==> config.mk <==
export PLATFORM = sky130hd
export DESIGN_NAME = seg_deshift_rx
export DESIGN_NICKNAME = d
export VERILOG_FILES = /design/src/rtl/seg_deshift_rx.sv
export SDC_FILE = /design/constraint.sdc
export NUM_CORES = 1
export LEC_CHECK = 0
export BUFFER_PORTS_ARGS = -buffer_cell sky130_fd_sc_hd__buf_4
export CAP_MARGIN = 20
export CORE_MARGIN = 1
export CORE_UTILIZATION = 40
export DETAILED_ROUTE_END_ITERATION = 16
export PLACE_DENSITY_LB_ADDON = 0.25
export RECOVER_POWER = 50
export SLEW_MARGIN = 40
export SYNTH_ARGS = -nofsm -noshare
export SYNTH_HDL_FRONTEND = slang
export SYNTH_SLANG_ARGS = --single-unit
==> constraint.sdc <==
create_clock -name clk -period 1.56 [get_ports clk]
set_input_delay 0.468 -clock clk [delete_from_list [all_inputs] [get_ports clk]]
set_output_delay 0.468 -clock clk [all_outputs]
set_load 0.01 [all_outputs]
==> src/rtl/seg_deshift_rx.sv <==
// seg_deshift_rx
// Receive side of the serial seven-segment display link. The shift clock and
// every segment lane are oversampled with the system clock, one byte per lane
// is reassembled MSB first ({dp,g,f,e,d,c,b,a}), and each byte is decoded
// back to a BCD digit with a legality flag. A partial frame that stalls for
// TIMEOUT clk cycles is discarded and reported with a one-cycle error pulse.

module seg_deshift_rx #(
   parameter int DIGITS  = 4,
   parameter int TIMEOUT = 1023
) (
   input  logic                  clk,
   input  logic                  rst_n,
   input  logic [DIGITS-1:0]     seg_in,
   input  logic                  shiftclk_in,
   output logic [8*DIGITS-1:0]   seg_bytes,
   output logic [4*DIGITS-1:0]   digit_val,
   output logic [DIGITS-1:0]     digit_ok,
   output logic                  frame_done,
   output logic                  frame_err
);

   // Idle timer limit, held in the same 16-bit width as the timer itself.
   localparam logic [15:0] TMO_LIMIT = 16'(TIMEOUT);
   localparam logic [15:0] TMO_LAST  = 16'(TIMEOUT - 1);

   // Seven-segment glyph to BCD: returns {legal, value}. The dp bit is not
   // part of the pattern; blank and every non-digit glyph decode as illegal 0.
   function automatic logic [4:0] f_decode(input logic [6:0] pat);
      logic [4:0] res;
      case (pat)
         7'h3F:   res = {1'b1, 4'd0};
         7'h06:   res = {1'b1, 4'd1};
         7'h5B:   res = {1'b1, 4'd2};
         7'h4F:   res = {1'b1, 4'd3};
         7'h66:   res = {1'b1, 4'd4};
         7'h6D:   res = {1'b1, 4'd5};
         7'h7D:   res = {1'b1, 4'd6};
         7'h07:   res = {1'b1, 4'd7};
         7'h7F:   res = {1'b1, 4'd8};
         7'h6F:   res = {1'b1, 4'd9};
         default: res = {1'b0, 4'd0};
      endcase
      return res;
   endfunction

   // Synchroniser stages: the data lanes use the same depth as the shift
   // clock so the sampled bit lines up with the detected rising edge.
   logic [DIGITS-1:0]        r_seg_s1;
   logic [DIGITS-1:0]        r_seg_s2;
   logic                     r_sclk_s1;
   logic                     r_sclk_s2;
   logic                     r_sclk_s3;

   // Frame assembly state.
   logic [DIGITS-1:0][7:0]   r_shreg;
   logic [2:0]               r_bit_cnt;
   logic [15:0]              r_timer;

   // Registered outputs.
   logic [8*DIGITS-1:0]      r_seg_bytes;
   logic [4*DIGITS-1:0]      r_digit_val;
   logic [DIGITS-1:0]        r_digit_ok;
   logic                     r_frame_done;
   logic                     r_frame_err;

   // Combinational helpers.
   logic                     w_rise;
   logic                     w_last_bit;
   logic                     w_timer_hit;
   logic                     w_partial;
   logic [DIGITS-1:0][7:0]   w_shreg_nxt;
   logic [8*DIGITS-1:0]      w_bytes_nxt;
   logic [4*DIGITS-1:0]      w_val_nxt;
   logic [DIGITS-1:0]        w_ok_nxt;

   // Two-flop synchronisers for all inputs plus a third shift-clock flop for edge detection.
   always_ff @(posedge clk or negedge rst_n) begin
      if (!rst_n) begin
         r_seg_s1  <= '0;
         r_seg_s2  <= '0;
         r_sclk_s1 <= 1'b0;
         r_sclk_s2 <= 1'b0;
         r_sclk_s3 <= 1'b0;
      end else begin
         r_seg_s1  <= seg_in;
         r_seg_s2  <= r_seg_s1;
         r_sclk_s1 <= shiftclk_in;
         r_sclk_s2 <= r_sclk_s1;
         r_sclk_s3 <= r_sclk_s2;
      end
   end

   // Edge, end-of-frame and timeout qualifiers; a rise always beats the timeout.
   always_comb begin
      w_rise      = r_sclk_s2 & ~r_sclk_s3;
      w_last_bit  = w_rise & (r_bit_cnt == 3'd7);
      w_partial   = (r_bit_cnt != 3'd0);
      w_timer_hit = ~w_rise & (r_timer == TMO_LAST);
   end

   // Next shift-register contents and decode of the byte that would complete on this rise.
   always_comb begin
      w_shreg_nxt = '0;
      w_bytes_nxt = '0;
      w_val_nxt   = '0;
      w_ok_nxt    = '0;
      for (int j = 0; j < DIGITS; j++) begin
         logic [4:0] dec;
         w_shreg_nxt[j]         = {r_shreg[j][6:0], r_seg_s2[j]};
         w_bytes_nxt[8*j +: 8]  = w_shreg_nxt[j];
         dec                    = f_decode(w_shreg_nxt[j][6:0]);
         w_val_nxt[4*j +: 4]    = dec[3:0];
         w_ok_nxt[j]            = dec[4];
      end
   end

   // Shift each lane on a rise; a stalled partial frame is thrown away on timeout.
   always_ff @(posedge clk or negedge rst_n) begin
      if (!rst_n) begin
         r_shreg   <= '0;
         r_bit_cnt <= 3'd0;
      end else if (w_rise) begin
         r_shreg   <= w_shreg_nxt;
         r_bit_cnt <= r_bit_cnt + 3'd1;
      end else if (w_timer_hit && w_partial) begin
         r_shreg   <= '0;
         r_bit_cnt <= 3'd0;
      end else begin
         r_shreg   <= r_shreg;
         r_bit_cnt <= r_bit_cnt;
      end
   end

   // Idle timer: cleared by any rise, otherwise counts up and saturates at the limit.
   always_ff @(posedge clk or negedge rst_n) begin
      if (!rst_n) begin
         r_timer <= 16'd0;
      end else if (w_rise) begin
         r_timer <= 16'd0;
      end else if (r_timer != TMO_LIMIT) begin
         r_timer <= r_timer + 16'd1;
      end else begin
         r_timer <= r_timer;
      end
   end

   // Output register: load bytes and decode on the 8th bit, pulse done/err for one cycle.
   always_ff @(posedge clk or negedge rst_n) begin
      if (!rst_n) begin
         r_seg_bytes  <= '0;
         r_digit_val  <= '0;
         r_digit_ok   <= '0;
         r_frame_done <= 1'b0;
         r_frame_err  <= 1'b0;
      end else begin
         r_frame_done <= w_last_bit;
         r_frame_err  <= w_timer_hit & w_partial;
         if (w_last_bit) begin
            r_seg_bytes <= w_bytes_nxt;
            r_digit_val <= w_val_nxt;
            r_digit_ok  <= w_ok_nxt;
         end else begin
            r_seg_bytes <= r_seg_bytes;
            r_digit_val <= r_digit_val;
            r_digit_ok  <= r_digit_ok;
         end
      end
   end

   assign seg_bytes  = r_seg_bytes;
   assign digit_val  = r_digit_val;
   assign digit_ok   = r_digit_ok;
   assign frame_done = r_frame_done;
   assign frame_err  = r_frame_err;

endmodule

# ---- After elaboration in Yosys (flattened, before gate mapping)
# Index checks and enable logic that the tools add are counted.
dict set report totals {
  register_bits 112
  out_inout_bits 54
  elab_cells 81
}
dict set report op_classes {
  add_sub_neg 2
  eq_ne 43
  muxes 10
  bitwise_logic 6
  n_reduce_logical 4
}
# op count
set op_table {}
lappend op_table {{5-bit case mux with 10 select lines} 4}
lappend op_table {{7-bit equality test, second input constant} 28}
lappend op_table {{31-bit two-way mux} 2}
lappend op_table {{7-bit by 3-bit equality test with 1-bit output, second input constant} 8}
lappend op_table {{16-bit two-way mux} 2}
lappend op_table {{7-bit by 6-bit equality test with 1-bit output, second input constant} 4}
lappend op_table {{16-bit by 1-bit adder with 16-bit output, second input constant} 1}
lappend op_table {{16-bit by 10-bit equality test with 1-bit output, second input constant} 1}
lappend op_table {{16-bit by 10-bit inequality test with 1-bit output, second input constant} 1}
lappend op_table {{3-bit two-way mux} 2}
lappend op_table {{1-bit bitwise AND} 4}
lappend op_table {{2-bit nonzero test} 2}
lappend op_table {{3-bit by 1-bit adder with 3-bit output, second input constant} 1}
lappend op_table {{3-bit equality test, second input constant} 1}
lappend op_table {{3-bit nonzero test} 1}
lappend op_table {{1-bit inverter} 2}
lappend op_table {{1-bit logical AND} 1}

# ---- Logic depth before layout (Yosys ltp)
dict set report depth {
  ltp_word 7
  depth_mapped 7
  depth_no_buf 6
}

# ---- Worst setup path before layout
# No wires, ideal clock.
dict set report synth_timing {
  kind {reg2reg}
  from {register r_timer[0]}
  to {register r_timer[5]}
  setup_ns 0.078
  arrival_time_ns 1.588
  required_time_ns 1.482
  slack_ns -0.106
  stages_incl_launch_ff 6
  synth_period_minus_slack_ns 1.666
  path_cell_list {dfrtp_1 ha_1 and3_1 and4_1 or4_1 a21oi_1}
}
dict set report synth_between {
  elab_chain_len 3
  elab_cells_between_ends 5
  classes_between {add/sub: 1; eq/ne: 1; mux: 2; reduce/logical: 1}
}
# item line
set synth_rtl {}
lappend synth_rtl {{start: declaration} 58} ;# logic [15:0] r_timer;
lappend synth_rtl {{start signal: assignment} 142} ;# r_timer <= r_timer + 16'd1;
lappend synth_rtl {{start signal: assignment} 144} ;# r_timer <= r_timer;
lappend synth_rtl {{16-bit by 1-bit adder with 16-bit output} 142}
lappend synth_rtl {{16-bit two-way mux} 141} ;# end else if (r_timer != TMO_LIMIT) begin
lappend synth_rtl {{16-bit two-way mux} 139} ;# end else if (w_rise) begin
# Several ways; a longest one is shown, not always the timed one. The select of a mux whose other input is x is not followed.
# A chain may end at the register's enable or synchronous reset.

# ---- Worst setup path in the final report
dict set report layout_timing {
  from {register r_timer[13]}
  to {register r_shreg[26] (netlist bit)}
}
dict set report layout_between {
  elab_chain_len 4
}
# item line
set layout_rtl {}
lappend layout_rtl {{16-bit by 10-bit equality test with 1-bit output} 99} ;# w_timer_hit = ~w_rise & (r_timer == TMO_LAST);
lappend layout_rtl {{1-bit bitwise AND} 99}
lappend layout_rtl {{1-bit logical AND} 126} ;# end else if (w_timer_hit && w_partial) begin
lappend layout_rtl {{2-bit nonzero test (no source line)} --}
lappend layout_rtl {{end signal: assignment} 124} ;# r_shreg <= w_shreg_nxt;
lappend layout_rtl {{end signal: assignment} 130} ;# r_shreg <= r_shreg;
lappend layout_rtl {{end: declaration} 56} ;# logic [DIGITS-1:0][7:0] r_shreg;
# Every way passes these cells.

==> metrics.txt <==
FF-to-FF End=r_shreg[26]; leakage power=~3.2 nW; Max Cap Violations=0; post-synth top area cell=dfrtp_1; critical path class=flip-flop to flip-flop; area growth from synthesis to layout=35.5%; Worst-Margin Slew=about 0.62 ns; arrival time at the worst endpoint=between 1.5 and 2 ns; Remaining DRCs=0; Yosys reg bits=~110; CTS H-Tree Depth=3; initial antenna violation count=0; DP HPWL=about 8.0 mm; Iter 0 DRT Violations=321; Skew-Pair Late Insertion Delay=approximately 0.36 ns; post-synthesis sequential area ratio=56.2%; Power Total=0.00874 W; routed len/inst=about 15 um; Die W=~110 um; ANT nets after route=0; Post-synth top flop=dfrtp_1; IO Count=between 60 and 70; PD cells=1290 nW/um^2; CP Launch Point=r_timer[13]; post-synth top area share=56.2%; Setup WS post-layout=-0.0826 ns; final wirelength=around 12 mm; minimum clock period after layout=1.64 ns; Num CTS Buffers=9; First-pass DRT Iterations=4; Tcrit/Tclk final=105%; max-slew violation count=0; layout cells sized above 1=33.2%; Placer Congestion=approximately 0.84; vias in the first global route=roughly 3900; RSZ-0062 raised after global routing=true; die area=between 10000 and 15000 sq um; core area=around 12000 sq um; failing checks=negative setup slack; non-filler cells, final=roughly 780; Initial Util=41.3%; Bufs on Longest Clock Path=2; Critical Path Sink=r_shreg[26]; ys async rst share=100%; Final nets=622; Fin. Hold Viols=0; Gate Count Post-Synth=500; Cell Area, Synth=between 4000 and 5000 sq um; Synth area leaders=dfrtp_1 (56%), nand2_1 (9.0%), a22o_1 (5.6%), nor2_1 (2.4%), clkbuf_1 (2.3%); number of synthesized flops with an enable pin=0; crit end category=flip-flop; Syn. warnings=0; reg2reg setup slack=-0.08 ns; data required time of the worst path=approximately 1.8 ns; Unique masters post-synth=56; worst hold slack=between 0.2 and 0.25 ns; Synth Area per Inst=9.97 sq um; Min-Delay Path Class=input pin to flip-flop; worst reg2reg startpoint=r_timer[13]; relative slew slack=around 58%; CTS tree=done; Avg Vias per Cell=between 5 and 6; Diodes inserted=0; global-route wire length before repair=18.9 mm; largest net degree at the start of global routing=47; root buf cell=clkbuf_16; fillers=between 1000 and 1500; clock skew=between 0.005 and 0.006 ns; overflow left after global routing=0; port buffer count=60; CTS clk-pin slew, worst paths=about 0.07 ns; CP Max Fanout=16; Setup Viol. Count Final=36; register area=between 2000 and 3000 sq um; Worst setup SP type=flip-flop; Cells after DPL=750; Vias=just over 4000; FP Rows=40; reg2reg path depth=5; fmax=0.609 GHz; status=finished with violations; clock sinks=approximately 110; syn nets=between 500 and 600; peak supply drop=0.636 mV; Die Height=114 um; multi-input combinational cell area=2210 sq um; GR Util All Layers=18.8%
## power by group
group / leakage, nW / switching, W / internal, W / total, W
Sequential: 1.48 / 0.000534 / 0.00350 / 0.00404
Combinational: 1.62 / 0.00111 / 0.00124 / 0.00236
Clock: 0.143 / 0.00105 / 0.00129 / 0.00234
## through the flow
stage	TNS [ns]	utilization (%)	setup WS (ns)	instance area, sq um
after floorplan	-3.06	-	-0.0982	5000
after global placement	-1.79	49.7	-0.0786	6000
after detailed placement	-2.51	49.7	-0.0900	6000
after CTS	-1.96	53.1	-0.0747	6400
after global routing	-6.30	56.0	-0.149	6760
final	-2.27	56.0	-0.0826	6760
## cell type report
cell class	count	area share [%]
Clock buffer	12	3.65
Multi-Input combinational cell	336	32.7
Sequential cell	112	41.5
Inverter	10	0.592
Tap cell	168	3.11
Timing Repair Buffer	141	17.6
Clock inverter	4	0.759
## cells by family (layout without fill, tap and decap cells)
logic type / after synthesis / count (layout) / share of synthesized area (%)
buf+inv: 52 / 167 / 4.67
compound gates: 102 / 102 / 15.2
mux: 4 / 4 / 0.828
fa+ha+maj: 5 / 5 / 1.25
flops: 112 / 112 / 56.2
xor+xnor: 8 / 8 / 1.40
simple gates: 217 / 217 / 20.4
## cells in the final DEF, fill, tap and decap left out, types with 10 or more instances in the layout
cell and count:
a21oi_1 10, a22o_1 32, buf_4 115, clkbuf_16 12, dfrtp_1 110, nand2_1 117
nand3_1 10, nand4_1 10, nor2_1 30, o21ai_0 10
## per-layer routing
metal | share of wire (%) | GRT usage (%) | up-vias | wire [um]
met5 | 0 | 0 | - | 0
met4 | 2.5 | 8.68 | 0 | 304
met3 | 3.0 | 2.66 | 23 | 357
met2 | 47 | 29.0 | 78 | 5610
met1 | 48 | 26.4 | 2017 | 5770
li1 | - | - | 1979 | -
## registers in the layout (all words and copies together) (netlist names)
| register | flops |
|---|---|
| r_sclk_s1 | 1 |
| frame_done | 1 |
| r_seg_s2 | 4 |
| r_shreg | 28 |
| seg_bytes | 32 |
| digit_val | 16 |
| r_sclk_s2 | 1 |
| digit_ok | 4 |
| r_seg_s1 | 4 |
| r_sclk_s3 | 1 |
| frame_err | 1 |
| r_bit_cnt | 3 |
| r_timer | 16 |
## worst min-delay path by stage
stage                     cells past startpoint         from       endpoint
after global placement                        1        rst_n  seg_bytes[27]
after floorplan                               0        rst_n    digit_ok[0]
after global routing                          1    seg_in[2]    r_seg_s1[2]
final                                         1  shiftclk_in      r_sclk_s1
after detailed placement                      1        rst_n  seg_bytes[27]
after CTS                                     1    seg_in[2]    r_seg_s1[2]
## critical path, stage by stage, from the launching register on
cell and delay [ns]:
dfrtp_1 0.39, and4bb_4 0.38, nand2_1 0.07, o31a_1 0.33, buf_6 0.17, a22o_1 0.19
## Yosys cell counts, types with 9 or more instances
master    instances
nand4_1          10
o31ai_1           9
nand3_1          11
a31oi_1           9
clkbuf_1         30
nand2_1         119
nor2_1           32
o21ai_0          12
dfrtp_1         112
a22o_1           32
inv_1             9
a21oi_1          14
nor3_1            9
## what timing repair did
action                                  in CTS  in global routing
pin swaps                                    9                 15
cloned                                       0                  3
hold endpoints to repair                     2                  0
endpoints found under the setup margin      47                 66
setup buffers                                4                  9
gates resized for setup                     20                 47
hold buffers                                 1                  0
Note: power is estimated with default switching activity, not from simulation.
